File: src/rtl/gsim_pkg.sv
// Shared constants and state encoding for the 16-unknown Gauss-Seidel solver.
// Kept separate so the future solver top can decode the scheduler state directly.
package gsim_pkg;

  localparam int N      = 16;
  localparam int IDX_W  = 4;
  localparam int ITER_W = 8;
  localparam int FRAC_W = 16;

  typedef enum logic [2:0] {
    S_IDLE  = 3'd0,
    S_LOAD  = 3'd1,
    S_ISSUE = 3'd2,
    S_WAIT  = 3'd3,
    S_CHECK = 3'd4,
    S_OUT   = 3'd5
  } state_e;

endpackage

File: src/rtl/gsim_idx_cnt.sv
// Index counter 0..CNT_N-1 with synchronous clear, wrap-on-increment and terminal-count flag.
// The scheduler uses one each for the b write address, the update index and the output index.
module gsim_idx_cnt
  import gsim_pkg::*;
#(
  parameter int CNT_N = gsim_pkg::N,
  parameter int CNT_W = gsim_pkg::IDX_W
) (
  input  logic             clk,
  input  logic             rst_n,
  input  logic             i_clr,
  input  logic             i_inc,
  output logic [CNT_W-1:0] o_cnt,
  output logic             o_tc
);

  localparam logic [CNT_W-1:0] LAST = CNT_W'(CNT_N - 1);

  logic [CNT_W-1:0] r_cnt;

  // NOTE: flops are written only with <= so every register samples pre-edge values.
  always_ff @(posedge clk or negedge rst_n) begin
    if (!rst_n) begin
      r_cnt <= '0;
    end else if (i_clr) begin
      r_cnt <= '0;
    end else if (i_inc) begin
      r_cnt <= (r_cnt == LAST) ? '0 : r_cnt + 1'b1;
    end
  end

  assign o_cnt = r_cnt;
  assign o_tc  = (r_cnt == LAST);

endmodule

File: src/rtl/gsim_sched.sv
// Gauss-Seidel sequencing controller: loads b, issues one x-update at a time in index
// order, tracks per-sweep max delta for convergence, then streams the solution out.
module gsim_sched
  import gsim_pkg::*;
#(
  parameter int              N        = gsim_pkg::N,
  parameter int              IDX_W    = gsim_pkg::IDX_W,
  parameter int              ITER_W   = gsim_pkg::ITER_W,
  parameter int              MAX_ITER = 100,
  parameter logic [31:0]     TOL      = 32'h0000_0010
) (
  input  logic                clk,
  input  logic                reset,
  input  logic                in_en,
  output logic                b_we,
  output logic [IDX_W-1:0]    b_addr,
  output logic                x_clr,
  output logic                upd_req,
  output logic [IDX_W-1:0]    upd_idx,
  input  logic                upd_done,
  input  logic [2*FRAC_W-1:0] upd_delta,
  output logic                out_valid,
  output logic [IDX_W-1:0]    out_idx,
  output logic                busy,
  output logic                converged,
  output logic [ITER_W-1:0]   iter_cnt
);

  state_e              r_state;
  logic                r_x_clr;
  logic                r_upd_req;
  logic                r_out_valid;
  logic                r_converged;
  logic [ITER_W-1:0]   r_iter;
  logic [2*FRAC_W-1:0] r_sweep_max;

  logic                w_accept;
  logic                w_done;
  logic                w_b_tc;
  logic                w_idx_tc;
  logic                w_out_tc;
  logic [ITER_W-1:0]   w_iter_new;
  logic                w_conv;
  logic                w_stop;

  assign w_accept   = in_en && ((r_state == S_IDLE) || (r_state == S_LOAD));
  assign w_done     = upd_done && (r_state == S_WAIT);
  assign w_iter_new = r_iter + 1'b1;
  // The first sweep starts from x=0, so its small deltas never prove convergence.
  assign w_conv     = (w_iter_new >= ITER_W'(2)) && (r_sweep_max < TOL);
  assign w_stop     = w_conv || (w_iter_new == ITER_W'(MAX_ITER));

  gsim_idx_cnt #(.CNT_N(N), .CNT_W(IDX_W)) u_b_cnt (
    .clk   (clk),
    .rst_n (reset),
    .i_clr ((r_state == S_IDLE) && !in_en),
    .i_inc (w_accept),
    .o_cnt (b_addr),
    .o_tc  (w_b_tc)
  );

  gsim_idx_cnt #(.CNT_N(N), .CNT_W(IDX_W)) u_idx_cnt (
    .clk   (clk),
    .rst_n (reset),
    .i_clr (r_state == S_CHECK),
    .i_inc (w_done),
    .o_cnt (upd_idx),
    .o_tc  (w_idx_tc)
  );

  gsim_idx_cnt #(.CNT_N(N), .CNT_W(IDX_W)) u_out_cnt (
    .clk   (clk),
    .rst_n (reset),
    .i_clr (r_state == S_CHECK),
    .i_inc (r_state == S_OUT),
    .o_cnt (out_idx),
    .o_tc  (w_out_tc)
  );

  always_ff @(posedge clk or negedge reset) begin
    if (!reset) begin
      r_state     <= S_IDLE;
      r_x_clr     <= 1'b0;
      r_upd_req   <= 1'b0;
      r_out_valid <= 1'b0;
      r_converged <= 1'b0;
      r_iter      <= '0;
      r_sweep_max <= '0;
    end else begin
      r_x_clr   <= 1'b0;
      r_upd_req <= 1'b0;
      unique case (r_state)
        S_IDLE: if (in_en) begin
          r_state     <= S_LOAD;
          r_x_clr     <= 1'b1;
          r_iter      <= '0;
          r_converged <= 1'b0;
          r_sweep_max <= '0;
        end
        S_LOAD: if (in_en && w_b_tc) begin
          r_state   <= S_ISSUE;
          r_upd_req <= 1'b1;
        end
        S_ISSUE: r_state <= S_WAIT;
        S_WAIT: if (upd_done) begin
          if (upd_delta > r_sweep_max) r_sweep_max <= upd_delta;
          if (w_idx_tc) begin
            r_state <= S_CHECK;
          end else begin
            r_state   <= S_ISSUE;
            r_upd_req <= 1'b1;
          end
        end
        S_CHECK: begin
          r_iter      <= w_iter_new;
          r_converged <= w_conv;
          if (w_stop) begin
            r_state     <= S_OUT;
            r_out_valid <= 1'b1;
          end else begin
            r_sweep_max <= '0;
            r_state     <= S_ISSUE;
            r_upd_req   <= 1'b1;
          end
        end
        S_OUT: if (w_out_tc) begin
          r_state     <= S_IDLE;
          r_out_valid <= 1'b0;
        end
        default: r_state <= S_IDLE;
      endcase
    end
  end

  assign b_we      = w_accept;
  assign x_clr     = r_x_clr;
  assign upd_req   = r_upd_req;
  assign out_valid = r_out_valid;
  assign busy      = (r_state != S_IDLE);
  assign converged = r_converged;
  assign iter_cnt  = r_iter;

endmodule
File: config.mk
export PLATFORM = sky130hd
export DESIGN_NAME = gsim_sched
export DESIGN_NICKNAME = d
export VERILOG_FILES = /design/src/rtl/gsim_pkg.sv /design/src/rtl/gsim_idx_cnt.sv /design/src/rtl/gsim_sched.sv
export SDC_FILE = /design/constraint.sdc
export NUM_CORES = 1
export LEC_CHECK = 0
export ABC_AREA = 1
export BUFFER_PORTS_ARGS = -buffer_cell sky130_fd_sc_hd__buf_2
export CORE_AREA = 4 4 97 90
export CTS_CLUSTER_SIZE = 40
export DETAILED_ROUTE_END_ITERATION = 8
export DIE_AREA = 0 0 101 94
export PLACE_DENSITY_LB_ADDON = 0.1
export SETUP_SLACK_MARGIN = 0.02
export SLEW_MARGIN = 40
export SYNTH_ARGS = -nofsm -noshare
export SYNTH_HDL_FRONTEND = slang
export SYNTH_SLANG_ARGS = --single-unit
File: constraint.sdc
create_clock -name clk -period 1.8 [get_ports clk]
set_input_delay 0.36 -clock clk [delete_from_list [all_inputs] [get_ports clk]]
set_output_delay 0.36 -clock clk [all_outputs]
set_load 0.01 [all_outputs]
Yosys cells after proc, flatten, opt, wreduce, memory -nomap -nowiden --
Index checks and enable logic that the tools add are counted.
Cells by class: reduce and logical (&&, ||, !) cells 19, mux-type cells 35, eq/ne operators 16, $lt $le $gt $ge 3, add/sub/neg operators 4
Operators by type and width (number):
- $mux W32 | 4
- $pmux W32 S3 | 1
- $mux W4 | 9
- $gt A32 B32 Y1 | 1
- $lt A32 B5 Y1 const B | 1
- $mux W3 | 6
- $pmux W3 S6 | 1
- $pmux W8 S2 | 1
- $add A4 B1 Y4 const B | 3
- $eq A4 B4 Y1 const B | 3
- $ne A2 B2 Y1 const B | 5
- $mux W1 | 9
- $add A8 B1 Y8 const B | 1
- $eq A8 B7 Y1 const B | 1
- $ge A8 B2 Y1 const B | 1
- $mux W8 | 1
- $reduce_bool A2 Y1 | 4
- $eq A3 B2 Y1 const B | 2
- $eq A3 B3 Y1 const B | 2
- $reduce_bool A3 Y1 | 2
- $logic_and A1 B1 Y1 | 5
- $reduce_and A5 Y1 | 1
- $ne A2 B1 Y1 const B | 2
- $pmux W1 S2 | 2
- other kinds (8) | 9
Storage, ports and cells: bits of input ports 36, flip-flop bits (word level) 59

Logic depth before layout (Yosys ltp) --
Gate-level depths: netlist of run 1.
depth in word-level cells 6, mapped depth 19, depth with buffers taken out 18

By module --
Synthesis of run 1 repeated with hierarchy kept, for this count alone.
Second synthesis, totals: cells, all modules 557, area, all modules 3988.8 um^2
By module, submodules not included:
- gsim_sched | times used 1, cells each 479, area an instance 3316.9 um^2, seq. area each 1176.1 um^2
- gsim_idx_cnt | times used 3, cells each 26, area an instance 224.0 um^2, seq. area each 100.1 um^2

Least setup slack after synthesis of run 1 --
OpenSTA, ideal clock, no wires.
kind reg2reg, from reg r_iter[0] (netlist: iter_cnt[0]), to reg r_sweep_max[7], slack -0.170 ns, stages on the path, launching flop included 16, buffers on the path 1, arrival 1.853 ns, cells stage by stage dfrtp_1 > ha_1 > nand2_1 > nor2_1 > nand2_1 > nand2_1 > nand2_1 > nor2_1 > nand2_1 > nand2_1 > nand2_2 > a21oi_4 > nand2_4 > buf_6 > nand2_1 > nand2_1
Between the ends: longest elaborated chain between the ends 6
RTL lines:
- start: declaration | RTL line gsim_sched.sv:34 | logic [ITER_W-1:0] r_iter;
- start signal: assignment | RTL line gsim_sched.sv:115 | r_iter <= w_iter_new;
- $add A8 B1 Y8 * | RTL line gsim_sched.sv:48 | assign w_iter_new = r_iter + 1'b1;
- $ge A8 B2 Y1 | RTL line gsim_sched.sv:50 | assign w_conv = (w_iter_new >= ITER_W'(2)) && (r_sweep_max < TOL);
- $logic_and A1 B1 Y1 | RTL line gsim_sched.sv:50
- $logic_or A1 B1 Y1 * | RTL line gsim_sched.sv:51 | assign w_stop = w_conv || (w_iter_new == ITER_W'(MAX_ITER));
- $ne A2 B2 Y1 (no source line) *
- $reduce_and A5 Y1 (no source line) *
- end signal: assignment | RTL line gsim_sched.sv:106 | if (upd_delta > r_sweep_max) r_sweep_max <= upd_delta;
- end: declaration | RTL line gsim_sched.sv:35 | logic [2*FRAC_W-1:0] r_sweep_max;
Every way passes the cells marked *; elsewhere a longest branch is shown, timed or not. A chain may end at the register's enable or synchronous reset.

Final worst setup path of run 1 --
from reg r_sweep_max[23], to reg r_sweep_max[31]
Between the ends: longest elaborated chain between the ends 5
RTL lines (RTL line):
- $lt A32 B5 Y1 | gsim_sched.sv:50
- $logic_and A1 B1 Y1 | gsim_sched.sv:50
- $logic_or A1 B1 Y1 | gsim_sched.sv:51
- $ne A2 B2 Y1 (no source line)
- $reduce_and A5 Y1 (no source line) *
Marks and branches as above.

==> impl_results.html, run 1 <==
<table>
<tr><th>Metric</th><th>Value</th></tr>
<tr><th colspan="2">Global route</th></tr>
<tr><td>Number of global-route vias before repair</td><td>3,902</td></tr>
<tr><td>Global-route wire length before repair</td><td>17,100 µm</td></tr>
<tr><td>GRT overflow</td><td>0</td></tr>
<tr><td>Number of antenna violations at the first check in global routing</td><td>0</td></tr>
<tr><td>Combined global-route utilization of all metal layers</td><td>22.5%</td></tr>
<tr><td>Pin count of the biggest net entering global routing</td><td>34</td></tr>
<tr><th colspan="2">Logic synthesis</th></tr>
<tr><td>Total standard cell area after synthesis</td><td>0.00393 mm²</td></tr>
<tr><td>Cells after synthesis</td><td>556</td></tr>
<tr><td>Average size of a mapped cell</td><td>7.08 µm²</td></tr>
<tr><td>Syn. warnings</td><td>0</td></tr>
<tr><td>Post-synthesis sequential area ratio</td><td>37.5%</td></tr>
<tr><td>Net count of the mapped netlist</td><td>629</td></tr>
<tr><td>Unique cell type count in the Yosys netlist</td><td>31</td></tr>
<tr><td>FF+latch count, synth</td><td>59</td></tr>
<tr><th colspan="2">Status</th></tr>
<tr><td>Status</td><td>finished, violations left</td></tr>
<tr><td>Violated checks</td><td>negative setup slack</td></tr>
<tr><th colspan="2">Critical path</th></tr>
<tr><td>Startpoint class of the critical path</td><td>flop</td></tr>
<tr><td>Crit path capture type</td><td>flop</td></tr>
<tr><td>Data required time at the worst endpoint</td><td>2.04 ns</td></tr>
<tr><td>Slack of the worst reg-to-reg path</td><td>-0.27 ns</td></tr>
<tr><td>Data arrival time of the worst path</td><td>2.31 ns</td></tr>
<tr><td>Worst Setup Path Type</td><td>reg -&gt; reg</td></tr>
<tr><td>Largest fanout on the critical path</td><td>6</td></tr>
<tr><th colspan="2">STA</th></tr>
<tr><td>Unrepaired setup endpoints after global routing</td><td>true</td></tr>
<tr><td>Period utilisation layout</td><td>115%</td></tr>
<tr><td>Rel. slew slack</td><td>71.8%</td></tr>
<tr><td>Post-Route Setup TNS</td><td>-7.52 ns</td></tr>
<tr><td>Total count of hold-check failures in the final report</td><td>0</td></tr>
<tr><td>Post-route clock skew</td><td>0.00511 ns</td></tr>
<tr><td>Pin slew with the least headroom to its limit</td><td>0.423 ns</td></tr>
<tr><td>Post-layout worst setup margin</td><td>-0.273 ns</td></tr>
<tr><td>Fin crit period</td><td>2.07 ns</td></tr>
<tr><td>Final setup violation count</td><td>32</td></tr>
<tr><td>Max frequency</td><td>483 MHz</td></tr>
<tr><td>Max Transition Viols Final</td><td>0</td></tr>
<tr><th colspan="2">CTS</th></tr>
<tr><td>Number of clock sinks seen by CTS</td><td>59</td></tr>
<tr><td>Clock network latency to the later pin of the worst-skew pair</td><td>0.34 ns</td></tr>
<tr><td>Clock root buffer</td><td>clkbuf_8</td></tr>
<tr><td>Total clock buffers created by CTS</td><td>9</td></tr>
<tr><td>Maximum clock path buffer count</td><td>2</td></tr>
<tr><td>TritonCTS clock tree</td><td>built</td></tr>
<tr><td>H-tree levels</td><td>3</td></tr>
<tr><td>Worst-path clk slew</td><td>0.07 ns</td></tr>
<tr><th colspan="2">Layout</th></tr>
<tr><td>Layout overhead on the synthesized area</td><td>38.7%</td></tr>
<tr><td>Nets</td><td>775</td></tr>
<tr><td>Total inserted antenna cells</td><td>0</td></tr>
<tr><td>Fill cells</td><td>648</td></tr>
<tr><td>Sequential cell area</td><td>0.00148 mm²</td></tr>
<tr><td>Multi-input gate area in the final layout</td><td>0.00223 mm²</td></tr>
<tr><td>Non-Filler Cell Area, Final</td><td>0.00546 mm²</td></tr>
<tr><td>Share of post-route cells with drive strength above 1</td><td>32.2%</td></tr>
<tr><th colspan="2">Floorplan</th></tr>
<tr><td>Horizontal extent of the die</td><td>101 µm</td></tr>
<tr><td>Initial Util</td><td>50.5%</td></tr>
<tr><td>Number of placed I/O pins</td><td>62</td></tr>
<tr><td>Height of the die</td><td>94 µm</td></tr>
<tr><td>Core outline area</td><td>0.00780 mm²</td></tr>
<tr><td>Die footprint</td><td>0.00949 mm²</td></tr>
<tr><td>Total number of placement rows</td><td>31</td></tr>
<tr><th colspan="2">Power and ir drop</th></tr>
<tr><td>Sequential Power Share</td><td>27.8%</td></tr>
<tr><td>Leakage power</td><td>0.00304 µW</td></tr>
<tr><td>Clock Power Share</td><td>14.2%</td></tr>
<tr><td>Cell internal power dissipation</td><td>4510 µW</td></tr>
<tr><td>Total power density per cell area</td><td>1460 mW/mm²</td></tr>
<tr><td>Switching portion of total power</td><td>43.4%</td></tr>
<tr><td>Switching power</td><td>3460 µW</td></tr>
<tr><td>Worst vdd ir</td><td>837 µV</td></tr>
<tr><td>Proportion of power drawn by combinational gates</td><td>58.1%</td></tr>
<tr><th colspan="2">Place</th></tr>
<tr><td>DPL Wire Length</td><td>7450 µm</td></tr>
<tr><td>Placement-stage cell area</td><td>0.00489 mm²</td></tr>
<tr><td>Number of buffers inserted by port buffering</td><td>61</td></tr>
<tr><td>Placer Congestion</td><td>0.873</td></tr>
<tr><th colspan="2">Detailed routing</th></tr>
<tr><td>Post-detailed-route DRC marker count</td><td>0</td></tr>
<tr><td>Antenna viol nets, final</td><td>0</td></tr>
<tr><td>Number of violations reported at the end of detailed-routing iteration 0</td><td>153</td></tr>
<tr><td>Vias after detailed routing</td><td>3,946</td></tr>
<tr><td>Avg Vias per Cell</td><td>4.90</td></tr>
<tr><td>Final routed wire length divided by cell count</td><td>13.1 µm</td></tr>
<tr><td>DRT Pass-1 Iters</td><td>4</td></tr>
<tr><td>Routed wire length</td><td>10,600 µm</td></tr>
<tr><th colspan="2">Job</th></tr>
<tr><td>Max-capacitance violation count</td><td>0</td></tr>
<tr><th colspan="2">Min path</th></tr>
<tr><td>Hold WC Path Type</td><td>in -&gt; reg</td></tr>
</table>
## routing by layer
layer	share of wire, %	vias to the layer above	routed length [µm]	track usage, %
met5	0	-	0	0
met4	1.8	0	194	5.76
li1	-	2035	-	-
met2	49	74	5140	37.4
met3	4.5	16	478	5.49
met1	45	1821	4770	29.3
## cell type report
class / instances / share of cell area, %
clock inverters: 2 / 0.183
flip-flops and latches: 59 / 27.2
clock buffers: 13 / 3.10
multi-input cells: 383 / 40.9
repair buffers: 147 / 19.3
inverters: 102 / 7.02
well taps: 99 / 2.27
## repair_timing
item                                    in CTS  in global routing
endpoints found under the hold margin       15                  0
gates cloned                                 0                  3
endpoints found under the setup margin      35                 45
buffers inserted                             2                  4
hold buffers                                 1                  0
gates resized for setup                     25                 56
pin swaps                                    2                 18
## final timing paths
kind | depth (start not counted) | from | to
worst min-delay path | 5 | upd_delta[15] | r_sweep_max[15]$_DFFE_PN0P_
worst max-delay path | 14 | r_sweep_max[23]$_DFFE_PN0P_ | r_sweep_max[31]$_DFFE_PN0P_
max in group asynchronous | 3 | reset | iter_cnt[1]$_DFFE_PN0P_
min in group asynchronous | 2 | reset | r_sweep_max[23]$_DFFE_PN0P_
worst min register to register | 2 | r_sweep_max[14]$_DFFE_PN0P_ | r_sweep_max[14]$_DFFE_PN0P_
worst max register to register | 14 | r_sweep_max[23]$_DFFE_PN0P_ | r_sweep_max[31]$_DFFE_PN0P_
## layout by cell type (no fill, tap or decap), types with 11 or more instances in the layout
cell and n:
inv_1 96, nand2_2 30, a21oi_1 14, buf_4 70, o21ai_0 14, nor2_1 59, ha_1 35, buf_2 61
clkbuf_8 12, nand3_1 45, dfrtp_1 54, nand2_1 125, buf_6 11
## cells in the mapped netlist, drive strengths merged
| library cell | n | share of area [%] |
|---|---|---|
| a211oi | 1 | 0.19 |
| a21o | 2 | 0.38 |
| a21oi | 15 | 2.2 |
| a22o | 2 | 0.45 |
| a31oi | 2 | 0.32 |
| buf | 6 | 1.4 |
| clkbuf | 6 | 0.57 |
| clkinv | 2 | 0.19 |
| dfrtp | 59 | 38 |
| ha | 37 | 12 |
| inv | 100 | 9.5 |
| nand2 | 160 | 16 |
| nand3 | 49 | 6.2 |
| nand4 | 9 | 1.4 |
| nor2 | 71 | 6.8 |
| nor3 | 6 | 0.89 |
| nor4 | 1 | 0.16 |
| o211ai | 1 | 0.19 |
| o21a | 1 | 0.19 |
| o21ai | 15 | 1.9 |
| o22ai | 5 | 0.80 |
| o31ai | 2 | 0.38 |
| xnor2 | 1 | 0.22 |
| xor2 | 3 | 0.67 |
## kinds of logic after synthesis
logic type | count (synthesis) | synth area share (%)
AO/OA/AOI/OAI | 46 | 7.00
XOR/XNOR | 4 | 0.891
adder cells (fa/ha/maj) | 37 | 11.8
buffers and inverters | 114 | 11.7
flip-flops | 59 | 37.5
AND/OR/NAND/NOR | 296 | 31.1
## power groups by stage
stage / Clock [µW] / Sequential [µW] / Combinational [µW]
final: 1130 / 2210 / 4630
after global routing: 1210 / 2270 / 5160
after CTS: 1140 / 2160 / 4060
after detailed placement: 0 / 2150 / 3920
after global placement: 0 / 2150 / 3770
after floorplan: 0 / 2130 / 2490
## state kept, by name (all words and copies together) (netlist names)
signal and flops:
upd_req 1, converged 1, r_sweep_max 32, out_valid 1, u_out_cnt.o_cnt 4, x_clr 1
r_state 3, u_b_cnt.o_cnt 4, iter_cnt 8, u_idx_cnt.o_cnt 4
## worst max-delay path, cell delays in order, from the launching register on
cell and delay (ns):
dfrtp_1 0.39, inv_1 0.09, ha_1 0.29, nand2_1 0.07
nor2_1 0.13, nand4_1 0.14, nor2_2 0.14, nand2_1 0.06
nand2_1 0.05, nand2_1 0.08, nand2_4 0.10, nand2_4 0.11
clkbuf_16 0.19, nand2_2 0.06, nand2_1 0.05
## metrics by stage
step | hold WS, ns | setup WS, ns | total power [µW] | cells | utilization, %
2_1_floorplan | 0.0644 | -0.110 | 4620 | 556 | -
3_3_place_gp | 0.326 | -0.239 | 5920 | 781 | 62.8
4_1_cts | 0.329 | -0.222 | 7360 | 799 | 66.6
3_5_place_dp | 0.322 | -0.322 | 6070 | 781 | 62.8
6_report | 0.346 | -0.273 | 7970 | 805 | 70.0
5_1_grt | 0.352 | -0.395 | 8640 | 805 | 70.0
No activity file was read; power rests on OpenSTA's default activity.
==> inputs of run 2 (changes only) <==
Settings changed: REMOVE_ABC_BUFFERS set to 1.
==> run 2 against run 1 <==
  * Largest power group unchanged
  * Largest cell class unchanged
  * Non-clock buffer count down 1
  * First-iteration DRC count up 51%
  * Clock skew up 0.0043 ns
  * Sequential share of layout area down 1.2 points
  * The flow still finishes with violations (negative setup slack)
  * Critical path depth up 1
  * Critical path type unchanged
  * Clock power up 4%
==> impl_results.html, run 2 (same netlist as run 1, synthesis figures left out) <==
<table>
<tr><th>Metric</th><th>Value</th></tr>
<tr><th colspan="2">Floorplan</th></tr>
<tr><td>Die footprint</td><td>0.00949 mm² (unchanged)</td></tr>
<tr><td>Height of the die</td><td>94 µm (unchanged)</td></tr>
<tr><td>Total number of placement rows</td><td>31 (unchanged)</td></tr>
<tr><td>Core outline area</td><td>0.00780 mm² (unchanged)</td></tr>
<tr><td>Number of placed I/O pins</td><td>62 (unchanged)</td></tr>
<tr><td>Horizontal extent of the die</td><td>101 µm (unchanged)</td></tr>
<tr><td>Initial Util</td><td>50.5% (unchanged)</td></tr>
<tr><th colspan="2">Global route</th></tr>
<tr><td>Number of antenna violations at the first check in global routing</td><td>1 (+1)</td></tr>
<tr><td>Global-route wire length before repair</td><td>16,500 µm (-3.3%)</td></tr>
<tr><td>Number of global-route vias before repair</td><td>3,806 (-2.5%)</td></tr>
<tr><td>Pin count of the biggest net entering global routing</td><td>60 (+76%)</td></tr>
<tr><td>GRT overflow</td><td>0 (unchanged)</td></tr>
<tr><td>Combined global-route utilization of all metal layers</td><td>21.5% (-0.95 points)</td></tr>
<tr><th colspan="2">Min path</th></tr>
<tr><td>Hold WC Path Type</td><td>in -&gt; async</td></tr>
<tr><th colspan="2">STA</th></tr>
<tr><td>Max Transition Viols Final</td><td>0 (unchanged)</td></tr>
<tr><td>Fin crit period</td><td>2.19 ns (+0.114 ns)</td></tr>
<tr><td>Rel. slew slack</td><td>68.9% (-2.9 points)</td></tr>
<tr><td>Post-Route Setup TNS</td><td>-11.83 ns (-4.31 ns)</td></tr>
<tr><td>Total count of hold-check failures in the final report</td><td>0 (unchanged)</td></tr>
<tr><td>Final setup violation count</td><td>36 (+13%)</td></tr>
<tr><td>Period utilisation layout</td><td>121% (+6.3 points)</td></tr>
<tr><td>Post-route clock skew</td><td>0.00938 ns (+0.00427 ns)</td></tr>
<tr><td>Unrepaired setup endpoints after global routing</td><td>true</td></tr>
<tr><td>Post-layout worst setup margin</td><td>-0.387 ns (-0.114 ns)</td></tr>
<tr><td>Max frequency</td><td>457 MHz (-5.2%)</td></tr>
<tr><td>Pin slew with the least headroom to its limit</td><td>0.464 ns (+0.0403 ns)</td></tr>
<tr><th colspan="2">Place</th></tr>
<tr><td>Number of buffers inserted by port buffering</td><td>61 (unchanged)</td></tr>
<tr><td>Placement Setup Slack</td><td>-0.341 ns (-0.0186 ns)</td></tr>
<tr><td>DPL Wire Length</td><td>6890 µm (-7.5%)</td></tr>
<tr><td>Placer Congestion</td><td>0.854 (-2.2%)</td></tr>
<tr><th colspan="2">Detailed routing</th></tr>
<tr><td>Routed wire length</td><td>11,200 µm (+6.2%)</td></tr>
<tr><td>Post-detailed-route DRC marker count</td><td>0 (unchanged)</td></tr>
<tr><td>DRT Pass-1 Iters</td><td>5 (+1)</td></tr>
<tr><td>Number of violations reported at the end of detailed-routing iteration 0</td><td>231 (+51%)</td></tr>
<tr><td>Vias after detailed routing</td><td>4,132 (+4.7%)</td></tr>
<tr><td>Antenna viol nets, final</td><td>0 (unchanged)</td></tr>
<tr><td>Avg Vias per Cell</td><td>5.11 (+4.3%)</td></tr>
<tr><td>Final routed wire length divided by cell count</td><td>13.9 µm (+5.8%)</td></tr>
<tr><th colspan="2">Power and ir drop</th></tr>
<tr><td>Total power density per cell area</td><td>1530 mW/mm² (+4.9%)</td></tr>
<tr><td>Sequential Power Share</td><td>24.8% (-3.0 points)</td></tr>
<tr><td>Worst vdd ir</td><td>762 µV (-9.0%)</td></tr>
<tr><td>Switching power</td><td>3810 µW (+10%)</td></tr>
<tr><td>Switching portion of total power</td><td>43.6% (+0.23 points)</td></tr>
<tr><td>Cell internal power dissipation</td><td>4920 µW (+9.1%)</td></tr>
<tr><td>Proportion of power drawn by combinational gates</td><td>61.8% (+3.7 points)</td></tr>
<tr><td>Leakage power</td><td>0.00310 µW (+1.9%)</td></tr>
<tr><td>Clock Power Share</td><td>13.4% (-0.8 points)</td></tr>
<tr><th colspan="2">Critical path</th></tr>
<tr><td>Worst setup path startpoint</td><td>iter_cnt[0]$_DFFE_PN0P_</td></tr>
<tr><td>Crit path capture type</td><td>flop</td></tr>
<tr><td>Worst Setup Path Type</td><td>reg -&gt; reg</td></tr>
<tr><td>Startpoint of the worst-slack reg-to-reg timing path</td><td>iter_cnt[0]$_DFFE_PN0P_</td></tr>
<tr><td>Data required time at the worst endpoint</td><td>2.03 ns (about the same)</td></tr>
<tr><td>Data arrival time of the worst path</td><td>2.42 ns (+0.11 ns)</td></tr>
<tr><td>Largest fanout on the critical path</td><td>8 (+2)</td></tr>
<tr><td>Startpoint class of the critical path</td><td>flop</td></tr>
<tr><th colspan="2">Layout</th></tr>
<tr><td>Most common cell after layout, fill and taps aside</td><td>nand2_1</td></tr>
<tr><td>Most used cells in the layout excluding fill and tap cells</td><td>nand2_1 (137), inv_1 (92), buf_4 (70), buf_2 (60), nor2_1 (56)</td></tr>
<tr><td>Register containing the most flip-flops in the final layout</td><td>r_sweep_max</td></tr>
<tr><td>Nets</td><td>778 (+0.39%)</td></tr>
<tr><td>Number of flip-flops under the largest register name</td><td>32 (unchanged)</td></tr>
<tr><td>Layout overhead on the synthesized area</td><td>44.9%</td></tr>
<tr><td>Share of post-route cells with drive strength above 1</td><td>34.0% (+1.9 points)</td></tr>
<tr><th colspan="2">CTS</th></tr>
<tr><td>Clock network latency to the later pin of the worst-skew pair</td><td>0.34 ns (about the same)</td></tr>
<tr><td>Maximum clock path buffer count</td><td>2 (unchanged)</td></tr>
<tr><td>TritonCTS clock tree</td><td>built</td></tr>
<tr><td>H-tree levels</td><td>3 (unchanged)</td></tr>
<tr><td>Number of clock sinks seen by CTS</td><td>59 (unchanged)</td></tr>
<tr><td>Total clock buffers created by CTS</td><td>9 (unchanged)</td></tr>
<tr><td>Clock root buffer</td><td>clkbuf_8</td></tr>
<tr><td>Worst-path clk slew</td><td>0.06 ns (about the same)</td></tr>
<tr><th colspan="2">Status</th></tr>
<tr><td>Violated checks</td><td>negative setup slack</td></tr>
<tr><td>Status</td><td>finished, violations left</td></tr>
<tr><th colspan="2">Job</th></tr>
<tr><td>Max-capacitance violation count</td><td>0 (unchanged)</td></tr>
</table>
run 2: changes by cell type in the layout (fill, tap and decap cells not counted), moves of 5 or more:
cell     change
nand2_2     -14
nand2_1     +12
nand3_2      +9
nand3_1      -7
buf_6        -6
ha_1         -6
ha_4         +6
nand2_8      +6
a21oi_1      -5
a21oi_2      +5
run 2: path summary, 6_finish.rpt:
check / endpoint / slack [ns] / cells past startpoint
setup / recovery: r_sweep_max[7]$_DFFE_PN0P_ / -0.39 / 15
hold / removal: r_sweep_max[3]$_DFFE_PN0P_ / 0.02 / 2
setup reg to reg: r_sweep_max[7]$_DFFE_PN0P_ / -0.39 / 15
hold reg to reg: r_sweep_max[29]$_DFFE_PN0P_ / 0.47 / 2
max in group asynchronous: r_state[2]$_DFFE_PN0P_ / 1.50 / 2
min in group clk: r_sweep_max[31]$_DFFE_PN0P_ / 0.35 / 5
run 2: worst max-delay path, stage by stage (launching register included):
cell       delay (ns)
dfrtp_2          0.45
ha_4             0.21
nand2_4          0.07
nor2_4           0.12
nand2_1          0.07
nand2_1          0.09
nand2_2          0.09
nor2_2           0.09
nand2_1          0.07
nand2_2          0.10
nand2_4          0.07
a21oi_4          0.22
clkbuf_16        0.22
nand2_8          0.09
nand2_1          0.08
nand2_1          0.05
run 2: final cells by class:
class,instances,area [µm²]
Inverter,102,387
Clock buffer,11,141
Antenna cell,1,2.50
Multi-Input combinational cell,387,2410
Sequential cell,59,1480
Fill cell,613,2100
Clock inverter,3,40.0
Tap cell,99,124
Timing Repair Buffer,146,1110
run 2: power by group through the flow:
stage / clock, µW / sequential (µW) / combinational [µW]
global placement: 0 / 2130 / 3700
floorplan: 0 / 2130 / 2260
finish: 1170 / 2160 / 5390
global route: 1250 / 2220 / 5960
CTS: 1190 / 2130 / 4140
detailed placement: 0 / 2150 / 3820
run 2: through the flow:
stage / instance area [µm²] / total power (µW) / cells / hold slack (ns) / util [%]
final: 5700 / 8730 / 808 / 0.0165 / 73.1
after global routing: 5700 / 9430 / 808 / 0.0518 / 73.1
after global placement: 4800 / 5840 / 771 / 0.398 / 61.6
after detailed placement: 4800 / 5960 / 771 / 0.392 / 61.6
after floorplan: 3850 / 4390 / 544 / 0.0644 / -
after CTS: 5070 / 7470 / 788 / 0.0319 / 65.0
run 2: routing by layer:
| layer | vias to the layer above | part of all wire, % | global-route usage [%] |
|---|---|---|---|
| li1 | 2048 | - | - |
| met1 | 1926 | 43 | 28.8 |
| met2 | 132 | 49 | 35.4 |
| met3 | 26 | 5.8 | 4.23 |
| met4 | 0 | 2.6 | 6.31 |
| met5 | - | 0 | 0 |
run 2: repair_timing:
action | 4_1_cts | 5_1_grt
resized for setup | 10 | 100
buffers inserted | 2 | 11
gates cloned | 1 | 8
setup endpoints to repair | 37 | 51
hold buffers | 0 | 0
pin swaps | 4 | 20
==> inputs of run 3 (changes only) <==
Settings changed: ABC_AREA 1 to unset, CORE_AREA 4 4 97 90 to 4 4 98 91, DIE_AREA 0 0 101 94 to 0 0 102 95, RECOVER_POWER set to 50.
==> run 3 against run 2 <==
  * The flow finishes with violations (max-capacitance violations, max-slew violations, negative setup slack)
  * Clock-buffer cell count is 1 higher
  * Setup slack worse by 0.21 ns
  * Worst hold slack better by 0.31 ns
  * Clock power is 12% higher
  * Critical path type unchanged
==> impl_results.html, run 3 <==
<table>
<tr><th>Metric</th><th>Value</th></tr>
<tr><th colspan="2">Logic synthesis</th></tr>
<tr><td>Total standard cell area after synthesis</td><td>0.00400 mm² (+1.6%)</td></tr>
<tr><td>Dominant combinational cell family by area after synthesis</td><td>compound AO/OA/AOI/OAI gates</td></tr>
<tr><td>Library cell with the largest summed area after synthesis</td><td>dfrtp_1</td></tr>
<tr><td>Cell with the most instances after synthesis</td><td>inv_1</td></tr>
<tr><td>Leading cell types by total area after synthesis</td><td>dfrtp_1 (37%), ha_1 (12%), o221ai_1 (7.5%)</td></tr>
<tr><td>Unique cell type count in the Yosys netlist</td><td>45 (+45%)</td></tr>
<tr><td>Post-synthesis sequential area ratio</td><td>36.9% (-0.59 points)</td></tr>
<tr><td>Top flip-flop cell by instance count after synthesis</td><td>dfrtp_1</td></tr>
<tr><td>Leading cell types by count after synthesis</td><td>inv_1 (69), nand2_1 (66), dfrtp_1 (59), ha_1 (37), o221ai_1 (34)</td></tr>
<tr><td>Average size of a mapped cell</td><td>8.36 µm² (+18%)</td></tr>
<tr><td>Proportion of netlist area held by the largest area contributor</td><td>36.9% (-0.59 points)</td></tr>
<tr><td>Asr flop ratio synth</td><td>100% (unchanged)</td></tr>
<tr><td>Syn. warnings</td><td>0 (unchanged)</td></tr>
<tr><td>Arithmetic-cell share of the synthesized area counting full adders, half adders and majority gates</td><td>11.6% (-0.18 points)</td></tr>
<tr><td>Cells after synthesis</td><td>478 (-14%)</td></tr>
<tr><td>Simple logic cell fraction of the synthesized area</td><td>16.7% (-14 points)</td></tr>
<tr><td>Post-synthesis xor/xnor area fraction</td><td>0.877% (-0.014 points)</td></tr>
<tr><td>Synth Area in Compound Gates</td><td>23.6% (+17 points)</td></tr>
<tr><td>Mux contribution to synthesized area</td><td>0.501% (+0.50 points)</td></tr>
<tr><td>Post-synth EDFFs</td><td>0 (unchanged)</td></tr>
<tr><td>FF+latch count, synth</td><td>59 (unchanged)</td></tr>
<tr><th colspan="2">Layout</th></tr>
<tr><td>Fill cells</td><td>528 (-14%)</td></tr>
<tr><td>Most used cells in the layout excluding fill and tap cells</td><td>buf_4 (96), nand2_1 (62), buf_2 (60), inv_1 (59), dfrtp_1 (55)</td></tr>
<tr><td>Share of post-route cells with drive strength above 1</td><td>45.5% (+11 points)</td></tr>
<tr><td>Layout overhead on the synthesized area</td><td>56.2%</td></tr>
<tr><td>Non-Filler Cell Area, Final</td><td>0.00624 mm² (+9.5%)</td></tr>
<tr><td>Total inserted antenna cells</td><td>0 (-1)</td></tr>
<tr><td>Most common cell after layout, fill and taps aside</td><td>buf_4</td></tr>
<tr><td>Register containing the most flip-flops in the final layout</td><td>r_sweep_max</td></tr>
<tr><td>Final cell count without fillers</td><td>749 (-7.3%)</td></tr>
<tr><td>Number of flip-flops under the largest register name</td><td>32 (unchanged)</td></tr>
<tr><td>Nets</td><td>718 (-7.7%)</td></tr>
<tr><th colspan="2">Detailed routing</th></tr>
<tr><td>Antenna viol nets, final</td><td>0 (unchanged)</td></tr>
<tr><td>Vias after detailed routing</td><td>4,317 (+4.5%)</td></tr>
<tr><td>Final routed wire length divided by cell count</td><td>17.1 µm (+23%)</td></tr>
<tr><td>Post-detailed-route DRC marker count</td><td>0 (unchanged)</td></tr>
<tr><td>DRT Pass-1 Iters</td><td>5 (unchanged)</td></tr>
<tr><td>Routed wire length</td><td>12,800 µm (+14%)</td></tr>
<tr><td>Avg Vias per Cell</td><td>5.76 (+13%)</td></tr>
<tr><td>Number of violations reported at the end of detailed-routing iteration 0</td><td>217 (-6.1%)</td></tr>
<tr><th colspan="2">Critical path</th></tr>
<tr><td>Crit path capture type</td><td>flop</td></tr>
<tr><td>Startpoint class of the critical path</td><td>flop</td></tr>
<tr><td>Critical register-to-register path endpoint</td><td>r_sweep_max[17]$_DFFE_PN0P_</td></tr>
<tr><td>Slack of the worst reg-to-reg path</td><td>-0.60 ns (-0.21 ns)</td></tr>
<tr><td>Slowest Stage Delay on Critical Path</td><td>0.37 ns (-0.08 ns)</td></tr>
<tr><td>Startpoint of the worst-slack reg-to-reg timing path</td><td>r_sweep_max[9]$_DFFE_PN0P_</td></tr>
<tr><td>Data arrival time of the worst path</td><td>2.61 ns (+0.19 ns)</td></tr>
<tr><td>Logic depth of the worst register-to-register path</td><td>9 (-6)</td></tr>
<tr><td>Worst Setup Path Type</td><td>reg -&gt; reg</td></tr>
<tr><td>Ordered cell list for the critical path</td><td>inv_1 -&gt; ha_1 -&gt; nand4_1 -&gt; nor2_1 -&gt; a221o_1 -&gt; o311ai_2 -&gt; a21o_4 -&gt; clkbuf_16 -&gt; o221ai_2</td></tr>
<tr><td>Slowest CP cell</td><td>dfrtp_1</td></tr>
<tr><td>Largest fanout on the critical path</td><td>6 (-2)</td></tr>
<tr><td>Data required time at the worst endpoint</td><td>2.01 ns (-0.02 ns)</td></tr>
<tr><th colspan="2">Floorplan</th></tr>
<tr><td>Total number of placement rows</td><td>31 (unchanged)</td></tr>
<tr><td>Number of placed I/O pins</td><td>62 (unchanged)</td></tr>
<tr><td>Horizontal extent of the die</td><td>102 µm (+0.99%)</td></tr>
<tr><td>Core outline area</td><td>0.00791 mm² (+1.5%)</td></tr>
<tr><td>Initial Util</td><td>50.5% (about the same)</td></tr>
<tr><td>Height of the die</td><td>95 µm (+1.1%)</td></tr>
<tr><td>Die footprint</td><td>0.00969 mm² (+2.1%)</td></tr>
<tr><th colspan="2">Global route</th></tr>
<tr><td>Pin count of the biggest net entering global routing</td><td>60 (unchanged)</td></tr>
<tr><td>Global-route wire length before repair</td><td>20,200 µm (+22%)</td></tr>
<tr><td>Combined global-route utilization of all metal layers</td><td>26.3% (+4.7 points)</td></tr>
<tr><td>Number of global-route vias before repair</td><td>4,475 (+18%)</td></tr>
<tr><td>Number of antenna violations at the first check in global routing</td><td>0 (-1)</td></tr>
<tr><td>GRT overflow</td><td>0 (unchanged)</td></tr>
<tr><th colspan="2">STA</th></tr>
<tr><td>Max Transition Viols Final</td><td>60 (+60)</td></tr>
<tr><td>Post-route clock skew</td><td>0.00765 ns (-0.00173 ns)</td></tr>
<tr><td>Post-layout worst setup margin</td><td>-0.597 ns (-0.210 ns)</td></tr>
<tr><td>Period utilisation layout</td><td>133% (+12 points)</td></tr>
<tr><td>Rel. slew slack</td><td>-1.72% (-71 points)</td></tr>
<tr><td>Max frequency</td><td>417 MHz (-8.8%)</td></tr>
<tr><td>Final setup violation count</td><td>37 (+2.8%)</td></tr>
<tr><td>Total count of hold-check failures in the final report</td><td>0 (unchanged)</td></tr>
<tr><td>Post-Route Setup TNS</td><td>-19.39 ns (-7.56 ns)</td></tr>
<tr><td>Pin slew with the least headroom to its limit</td><td>1.53 ns (+1.06 ns)</td></tr>
<tr><td>Smallest hold slack</td><td>0.328 ns (+0.311 ns)</td></tr>
<tr><td>Unrepaired setup endpoints after global routing</td><td>true</td></tr>
<tr><td>Fin crit period</td><td>2.40 ns (+0.210 ns)</td></tr>
<tr><th colspan="2">Min path</th></tr>
<tr><td>Endpoint, Worst Hold</td><td>r_sweep_max[6]$_DFFE_PN0P_</td></tr>
<tr><td>Min-Delay Path Depth</td><td>3</td></tr>
<tr><td>Worst hold path startpoint</td><td>upd_delta[6]</td></tr>
<tr><td>Hold WC Path Type</td><td>in -&gt; reg</td></tr>
<tr><th colspan="2">Power and ir drop</th></tr>
<tr><td>Worst vdd ir</td><td>743 µV (-2.6%)</td></tr>
<tr><td>Total power density per cell area</td><td>1350 mW/mm² (-12%)</td></tr>
<tr><td>Leakage power</td><td>0.00291 µW (-6.1%)</td></tr>
<tr><td>Total Power</td><td>8420 µW (-3.6%)</td></tr>
<tr><th colspan="2">CTS</th></tr>
<tr><td>TritonCTS clock tree</td><td>built</td></tr>
<tr><td>Total clock buffers created by CTS</td><td>9 (unchanged)</td></tr>
<tr><td>Clock network latency to the later pin of the worst-skew pair</td><td>0.34 ns (about the same)</td></tr>
<tr><td>Worst-path clk slew</td><td>0.07 ns (about the same)</td></tr>
<tr><td>Maximum clock path buffer count</td><td>2 (unchanged)</td></tr>
<tr><td>H-tree levels</td><td>3 (unchanged)</td></tr>
<tr><td>Number of clock sinks seen by CTS</td><td>59 (unchanged)</td></tr>
<tr><td>Clock root buffer</td><td>clkbuf_8</td></tr>
<tr><td>Post-cts hold buffer count</td><td>0 (unchanged)</td></tr>
<tr><th colspan="2">Status</th></tr>
<tr><td>Violated checks</td><td>max-capacitance violations, max-slew violations, negative setup slack</td></tr>
<tr><td>Status</td><td>finished, violations left</td></tr>
<tr><th colspan="2">Place</th></tr>
<tr><td>Placer Congestion</td><td>0.850 (-0.48%)</td></tr>
<tr><td>DPL Wire Length</td><td>7840 µm (+14%)</td></tr>
<tr><td>Placement-stage cell area</td><td>0.00511 mm² (+6.6%)</td></tr>
<tr><td>Number of buffers inserted by port buffering</td><td>61 (unchanged)</td></tr>
<tr><td>Dpl cells</td><td>715 (-7.3%)</td></tr>
<tr><th colspan="2">Job</th></tr>
<tr><td>Max-capacitance violation count</td><td>1 (+1)</td></tr>
</table>
## run 3: cell families after synthesis
group           count (synthesis)
compound gates                142
xor+xnor                        4
fa+ha+maj                      37
buf+inv                        93
flops                          59
mux                             2
simple gates                  141
## run 3: layout make-up
class	count	area [µm²]	share of cell area, %
Clock inverter	4	47.5	0.762
Inverter	69	262	4.19
Multi-Input combinational cell	326	2820	45.2
Clock buffer	12	165	2.65
Tap cell	99	124	1.98
Timing Repair Buffer	180	1350	21.5
Sequential cell	59	1480	23.7
## run 3: worst max-delay path by stage
stage | from | end | slack (ns) | depth (start not counted)
floorplan | r_state[1]$_DFFE_PN0P_ | r_sweep_max[0]$_DFFE_PN0P_ | -0.95 | 6
CTS | r_sweep_max[30]$_DFFE_PN0P_ | r_sweep_max[16]$_DFFE_PN0P_ | -0.53 | 11
finish | r_sweep_max[9]$_DFFE_PN0P_ | r_sweep_max[17]$_DFFE_PN0P_ | -0.60 | 9
global route | r_sweep_max[9]$_DFFE_PN0P_ | r_sweep_max[14]$_DFFE_PN0P_ | -0.69 | 9
global placement | upd_delta[21] | r_sweep_max[25]$_DFFE_PN0P_ | -0.60 | 10
detailed placement | upd_delta[14] | r_sweep_max[27]$_DFFE_PN0P_ | -0.68 | 9
## run 3: report_power, final
part,leakage [µW],switching (µW),internal [µW]
combinational,0.00205,2590,2370
sequential,0.000754,363,1780
clock,0.000108,559,748
total,0.00291,3520,4900
## run 3: metal layers
metal  global-route usage, %  wire, µm  vias to the layer above
met5                       0         0                        -
met4                    9.29       309                        0
met3                    4.58       770                       31
met2                    45.2      6380                      148
met1                    33.1      5350                     2074
li1                        -         -                     2064
## run 3: per-stage QoR
step                      setup WS, ns  utilization [%]
final                           -0.597             78.9
after global routing            -0.695             78.9
after CTS                       -0.528             75.7
after detailed placement        -0.681             64.6
after global placement          -0.597             64.6
after floorplan                 -0.953                -
## run 3: what timing repair did
| item | CTS | global route |
|---|---|---|
| pin swaps | 19 | 17 |
| gates resized for setup | 93 | 53 |
| setup endpoints to repair | 39 | 46 |
| cloned | 1 | 2 |
| setup buffers | 12 | 8 |
## run 3: worst max-delay path: cells and delay by family, from the launching register on
family | cells | cell delay, ns
flops | 1 | 0.37
compound gates | 4 | 1.03
buf+inv | 2 | 0.23
simple gates | 2 | 0.32
fa+ha+maj | 1 | 0.32
